**config.mk**
```make
export PLATFORM = sky130hd
export DESIGN_NAME = mac8_arbiter
export DESIGN_NICKNAME = d
export VERILOG_FILES = /design/src/rtl/mac8_arbiter_pkg.sv /design/src/rtl/mac8_tag_fifo.sv /design/src/rtl/mac8_arbiter.sv
export SDC_FILE = /design/constraint.sdc
export NUM_CORES = 1
export LEC_CHECK = 0
export CAP_MARGIN = 30
export CORE_AREA = 2 2 162 164
export CTS_CLUSTER_SIZE = 12
export DETAILED_ROUTE_END_ITERATION = 8
export DIE_AREA = 0 0 164 166
export PLACE_DENSITY = 0.42
export SYNTH_ARGS = -nofsm -noshare
export SYNTH_HDL_FRONTEND = slang
export SYNTH_SLANG_ARGS = --single-unit
```
**constraint.sdc**
```tcl
create_clock -name clk_i -period 2.7 [get_ports clk_i]
set_input_delay 0.54 -clock clk_i [delete_from_list [all_inputs] [get_ports clk_i]]
set_output_delay 0.54 -clock clk_i [all_outputs]
set_load 0.02 [all_outputs]
```
**src/rtl/mac8_arbiter_pkg.sv**
```systemverilog
// Shared types for the mac8 arbiter: FU op payload, exception record and the
// per-requester request bundle (payload plus chain-end flag).
package mac8_arbiter_pkg;

  localparam int TRANS_ID_BITS      = 3;
  localparam int MAC8_ARB_TAG_DEPTH = 4;

  typedef enum logic [0:0] {
    MAC8_INIT = 1'b0,
    MAC8_ACC  = 1'b1
  } mac8_op_t;

  typedef struct packed {
    mac8_op_t                 operation;
    logic [31:0]              operand_a;
    logic [31:0]              operand_b;
    logic [TRANS_ID_BITS-1:0] trans_id;
  } fu_data_t;

  typedef struct packed {
    logic [31:0] cause;
    logic [31:0] tval;
    logic        valid;
  } exception_t;

  typedef struct packed {
    fu_data_t data;
    logic     last;
  } mac8_arb_req_t;

endpackage

```
**src/rtl/mac8_tag_fifo.sv**
```systemverilog
// FIFO of requester IDs for ops in flight in the FU; head names the requester
// that owns the next returning result.
module mac8_tag_fifo
  import mac8_arbiter_pkg::*;
#(
  parameter int DEPTH = MAC8_ARB_TAG_DEPTH,
  parameter int WIDTH = 1
) (
  input  logic             clk_i,
  input  logic             rst_ni,
  input  logic             push_i,
  input  logic [WIDTH-1:0] push_data_i,
  input  logic             pop_i,
  output logic [WIDTH-1:0] head_o,
  output logic             full_o,
  output logic             empty_o
);

  localparam int PTR_W = $clog2(DEPTH);

  logic [WIDTH-1:0] mem [DEPTH];
  logic [PTR_W-1:0] wr_ptr_q, rd_ptr_q;
  logic [PTR_W:0]   count_q;
  logic             do_push, do_pop;

  assign full_o  = (count_q == (PTR_W+1)'(DEPTH));
  assign empty_o = (count_q == '0);
  assign do_pop  = pop_i && !empty_o;
  assign do_push = push_i && !full_o;
  assign head_o  = mem[rd_ptr_q];

  // NOTE: storage has no reset; the count alone decides which entries are live.
  always_ff @(posedge clk_i) begin
    if (do_push) mem[wr_ptr_q] <= push_data_i;
  end

  // NOTE: sequential state uses non-blocking assignments so every register
  // samples pre-edge values regardless of statement order.
  always_ff @(posedge clk_i or negedge rst_ni) begin
    if (!rst_ni) begin
      wr_ptr_q <= '0;
      rd_ptr_q <= '0;
      count_q  <= '0;
    end else begin
      if (do_push) wr_ptr_q <= wr_ptr_q + 1'b1;
      if (do_pop)  rd_ptr_q <= rd_ptr_q + 1'b1;
      case ({do_push, do_pop})
        2'b10:   count_q <= count_q + 1'b1;
        2'b01:   count_q <= count_q - 1'b1;
        default: count_q <= count_q;
      endcase
    end
  end

endmodule

```
**src/rtl/mac8_arbiter.sv**
```systemverilog
// Shares one stateful mac8 FU among NUM_REQ requesters: chains hold ownership
// until their last op, round-robin between chains, results routed by tag.
module mac8_arbiter
  import mac8_arbiter_pkg::*;
#(
  parameter int NUM_REQ   = 2,
  parameter int TAG_DEPTH = MAC8_ARB_TAG_DEPTH
) (
  input  logic                         clk_i,
  input  logic                         rst_ni,
  input  logic                         flush_i,
  input  logic [NUM_REQ-1:0]           req_valid_i,
  output logic [NUM_REQ-1:0]           req_ready_o,
  input  fu_data_t                     req_data_i [NUM_REQ],
  input  logic [NUM_REQ-1:0]           req_last_i,
  output logic                         mac_valid_o,
  output fu_data_t                     mac_data_o,
  input  logic                         mac_ready_i,
  input  logic                         mac_valid_i,
  input  logic [31:0]                  mac_result_i,
  input  logic [TRANS_ID_BITS-1:0]     mac_trans_id_i,
  input  exception_t                   mac_exception_i,
  output logic [NUM_REQ-1:0]           rsp_valid_o,
  output logic [31:0]                  rsp_result_o,
  output logic [TRANS_ID_BITS-1:0]     rsp_trans_id_o,
  output exception_t                   rsp_exception_o,
  output logic                         locked_o,
  output logic [$clog2(NUM_REQ)-1:0]   owner_o,
  output logic                         err_o
);

  localparam int IDX_W = $clog2(NUM_REQ);

  localparam logic [0:0] UNLOCKED = 1'b0;
  localparam logic [0:0] LOCKED   = 1'b1;

  logic [0:0]       state_q;
  logic [IDX_W-1:0] owner_q, rr_q;
  logic             err_q;

  logic             win_found;
  logic [IDX_W-1:0] win_idx, rr_next;
  int               cand;
  mac8_arb_req_t    win_req;
  logic             grant;
  logic             fifo_full, fifo_empty, fifo_pop;
  logic [IDX_W-1:0] fifo_head;

  // Scan downward so the lowest offset from rr_q is the last (winning) write.
  // NOTE: every always_comb output gets a default first so no path infers a latch.
  always_comb begin
    win_found = 1'b0;
    win_idx   = '0;
    cand      = 0;
    if (state_q == LOCKED) begin
      win_found = req_valid_i[owner_q];
      win_idx   = owner_q;
    end else begin
      for (int k = NUM_REQ - 1; k >= 0; k--) begin
        cand = (int'(rr_q) + k) % NUM_REQ;
        if (req_valid_i[cand]) begin
          win_found = 1'b1;
          win_idx   = IDX_W'(cand);
        end
      end
    end
  end

  assign win_req = '{data: req_data_i[win_idx], last: req_last_i[win_idx]};
  // Registered full flag: a pop in the same cycle does not free a slot for grant.
  assign grant   = win_found && mac_ready_i && !fifo_full;
  assign rr_next = (win_idx == IDX_W'(NUM_REQ - 1)) ? '0 : win_idx + 1'b1;

  assign mac_valid_o = grant;
  assign mac_data_o  = win_req.data;

  always_comb begin
    req_ready_o = '0;
    if (grant) req_ready_o[win_idx] = 1'b1;
  end

  always_ff @(posedge clk_i or negedge rst_ni) begin
    if (!rst_ni) begin
      state_q <= UNLOCKED;
      owner_q <= '0;
      rr_q    <= '0;
    end else begin
      if (grant) begin
        if (win_req.last) begin
          state_q <= UNLOCKED;
          rr_q    <= rr_next;
        end else begin
          state_q <= LOCKED;
          owner_q <= win_idx;
        end
      end
      if (flush_i) state_q <= UNLOCKED;
    end
  end

  assign locked_o = (state_q == LOCKED);
  assign owner_o  = owner_q;

  mac8_tag_fifo #(
    .DEPTH (TAG_DEPTH),
    .WIDTH (IDX_W)
  ) u_tag_fifo (
    .clk_i       (clk_i),
    .rst_ni      (rst_ni),
    .push_i      (grant),
    .push_data_i (win_idx),
    .pop_i       (fifo_pop),
    .head_o      (fifo_head),
    .full_o      (fifo_full),
    .empty_o     (fifo_empty)
  );

  assign fifo_pop = mac_valid_i && !fifo_empty;

  always_comb begin
    rsp_valid_o = '0;
    if (fifo_pop) rsp_valid_o[fifo_head] = 1'b1;
  end

  assign rsp_result_o    = mac_result_i;
  assign rsp_trans_id_o  = mac_trans_id_i;
  assign rsp_exception_o = mac_exception_i;

  // A result with nothing in flight has no owner; flag it until reset.
  always_ff @(posedge clk_i or negedge rst_ni) begin
    if (!rst_ni)                        err_q <= 1'b0;
    else if (mac_valid_i && fifo_empty) err_q <= 1'b1;
  end

  assign err_o = err_q;

endmodule

```
==> summary.md, run 1 <==
| Metric | Value |
|---|---|
| Status | `finished, final reports clean` |
| Nets | `755` |
| Via/cell ratio | `3.174` |
| # setup viols final | `0` |
| Worst-path clk slew | `0.05 ns` |
| Synth top area cells | `nand2_1, buf_4, dfrtp_1` |
| Post-synthesis sequential area ratio | `0.1644` |
| Antenna cells | `0` |
| Crit path DAT | `~2.1 ns` |
| Total core area | `25,620 um^2` |
| Area growth syn-to-layout | `69.61%` |
| Pre-CTS setup slack | `-0.3260 ns` |
| Maxcap violations | `0` |
| Relative slew margins | `0.6486` |
| Netlist cell types | `33` |
| Worst setup margin | `0.06860 ns` |
| Starting Density | `0.09388` |
| First-pass GRT wire length | `15,640 um` |
| Syn Nets | `637` |
| Vias | `2,660` |
| Vias in the first global route | `around 2,700` |
| Tmin final | `about 2.6 ns` |
| Final Routed Wirelength | `10,810 um` |
| Critical Path RT | `2.16 ns` |
| DRT antenna net count | `0` |
| Top_reg_cell synth | `dfrtp_1` |
| Clock latency on the worst-skew pair | `0.25 ns` |
| Total die area | `27,220 um^2` |
| Pin count of the biggest net entering global routing | `40` |
| Number of post-CTS setup repair buffers | `0` |
| Drt wl/cell | `12.89 um` |
| Placed instance count | `834` |
| Area after DPL | `between 4000 and 5000 um^2` |
| Fin crit share | `0.9746` |
| Startpoint Class | `input pin` |
| PortBufs | `220` |
| GPL Wtd Cong | `0.6848` |
| Cells after Synth | `roughly 390` |
| Drt pass-1 iters | `4` |
| Skew final | `0.002515 ns` |
| Yosys top cell area share | `0.3231` |
| Number of synthesized flops with an enable pin | `4` |
| Clock tree sinks | `15` |
| Non-Filler Instances | `838` |
| Slew @ Worst Pin | `0.5255 ns` |
| PwrDens | `554.1 nW/um^2` |
| Cell taking the most area after synthesis | `nand2_1` |
| Finished Cell Area | `4079 um^2` |
| F_max | `380.0 MHz` |
| Slew Limit Fails | `0` |
| Total power | `~2.3 mW` |
| Post-Route Setup TNS | `0 ns` |
| Leakage | `1.934 nW` |
| Commonest non-fill, non-tap cell in the layout | `nand2_1` |
| Antenna violations before repair | `0` |
| # hold bufs at CTS | `0` |
| Max clock buf depth | `2` |
| GRT Residual Overflow | `0` |
| Fraction of layout cells with a size suffix above 1 | `0.1710` |
| Syn_area_per_cell | `6.230 um^2` |
| Max Fanout on Critical Path | `34` |
| DRC violations left | `0` |
| Die H | `166 um` |
| Kind of critical path | `input pin to output pin` |
| Synthesized flop and latch total | `15` |
| Die Wd | `around 160 um` |
| # IOs | `around 420` |
| Num CTS Buffers | `3` |
| Fraction of registers with async set/reset | `0.7333` |
| # fillers | `around 3,000` |
| Synth Cell Area | `2405 um^2` |
| Unrepaired setup endpoints after global routing | `false` |
| CTS Root Buffer Type | `clkbuf_16` |
| Row count | `59` |
| H-Tree Level Count | `1` |
| Post-layout util | `0.1592` |
| Final hold slack | `0.4552 ns` |
| Tot GR Track Use | `0.07493` |
| Initial DRC Count | `64` |
| HP Class | `register to register` |
| CTS tree | `yes` |
| Final hold viol count | `0` |
| Commonest cells after routing, fill and taps aside | `nand2_1, clkdlybuf4s50_1, clkbuf_2` |
| Post-DP HPWL | `9381 um` |
| Crit. End Element | `output pin` |
| Maximum vdd drop | `285.8 uV` |
| Ys Warns | `0` |
-- layer usage --
| metal | vias to the layer above | GRT usage | part of all wire |
|---|---|---|---|
| met2 | 205 | 0.1348 | 0.50 |
| met5 | - | 0 | 0 |
| met3 | 31 | 0.04520 | 0.15 |
| met1 | 1121 | 0.07097 | 0.32 |
| li1 | 1303 | - | - |
| met4 | 0 | 0.02098 | 0.029 |
-- final cells by class --
type / count / area (um^2) / area share
flip-flops and latches: 15 / 395.4 / 0.09693
multi-input cells: 250 / 1152 / 0.2825
inverters: 5 / 33.78 / 0.008282
repair buffers: 229 / 1998 / 0.4899
clock buffers: 3 / 75.07 / 0.01840
well taps: 335 / 419.2 / 0.1028
clock inverters: 1 / 5.005 / 0.001227
-- worst paths after layout --
kind                            slack (ns)  cells after the start                                end                 from
worst min-delay path                  0.46                      1                  err_o$_DFFE_PN0P_    err_o$_DFFE_PN0P_
worst max register to register        0.44                      8  u_tag_fifo.count_q[2]$_DFFE_PN0P_  owner_o$_DFFE_PN0P_
worst min register to register        0.46                      1                  err_o$_DFFE_PN0P_    err_o$_DFFE_PN0P_
min in group asynchronous             0.64                      1  u_tag_fifo.count_q[0]$_DFFE_PN0P_               rst_ni
max in group asynchronous             1.71                      1                   rr_q$_DFFE_PN0P_               rst_ni
worst max-delay path                  0.07                      8                      mac_data_o[3]       req_valid_i[0]
-- cell usage after synthesis, types with 2 or more instances --
master,count
buf_2,7
nand2b_1,2
xnor2_1,5
buf_4,101
nor2_1,7
edfxtp_1,4
buf_1,2
inv_1,3
clkbuf_1,5
nand2_1,207
dfrtp_1,11
ha_1,5
o21ai_0,3
and2_1,5
-- state kept, by name, indices dropped and copies added, names as in the netlist --
name	count
u_tag_fifo.wr_ptr_q	2
rr_q	1
u_tag_fifo.mem	4
u_tag_fifo.rd_ptr_q	2
err_o	1
owner_o	1
locked_o	1
u_tag_fifo.count_q	3
-- kinds of logic after synthesis --
kind of cell               share of synthesized area
buffers and inverters                         0.3595
adders and majority gates                    0.03434
and+or+nand+nor                               0.3600
muxes                                        0.02445
xor gates and xnor gates                     0.02185
DFF                                           0.1644
AOI/OAI and AO/OA                            0.03538
-- power breakdown --
part / total, mW / internal [mW] / leakage, nW / switching, mW
combinational: 1.57 / 0.697 / 1.73 / 0.873
sequential: 0.404 / 0.324 / 0.169 / 0.0796
clock: 0.287 / 0.198 / 0.0409 / 0.0893
-- critical path: stages --
cell	delay (ns)
clkdlybuf4s50_1	0.44
nor2b_1	0.15
o21a_4	0.25
inv_4	0.09
buf_12	0.18
nand2_1	0.07
nand2_1	0.06
clkdlybuf4s15_1	0.30
-- repair_timing --
| action | 4_1_cts | 5_1_grt |
|---|---|---|
| endpoints found under the setup margin | 70 | 67 |
| pin swaps | 0 | 0 |
| resized for setup | 103 | 104 |
Note: power is estimated with default switching activity, not from simulation.
==> inputs of run 2 (changes only) <==
- CTS_CLUSTER_DIAMETER: not set -> 30
==> results of run 2 <==
The final DEF is identical to that of run 1; final timing and power are the same.
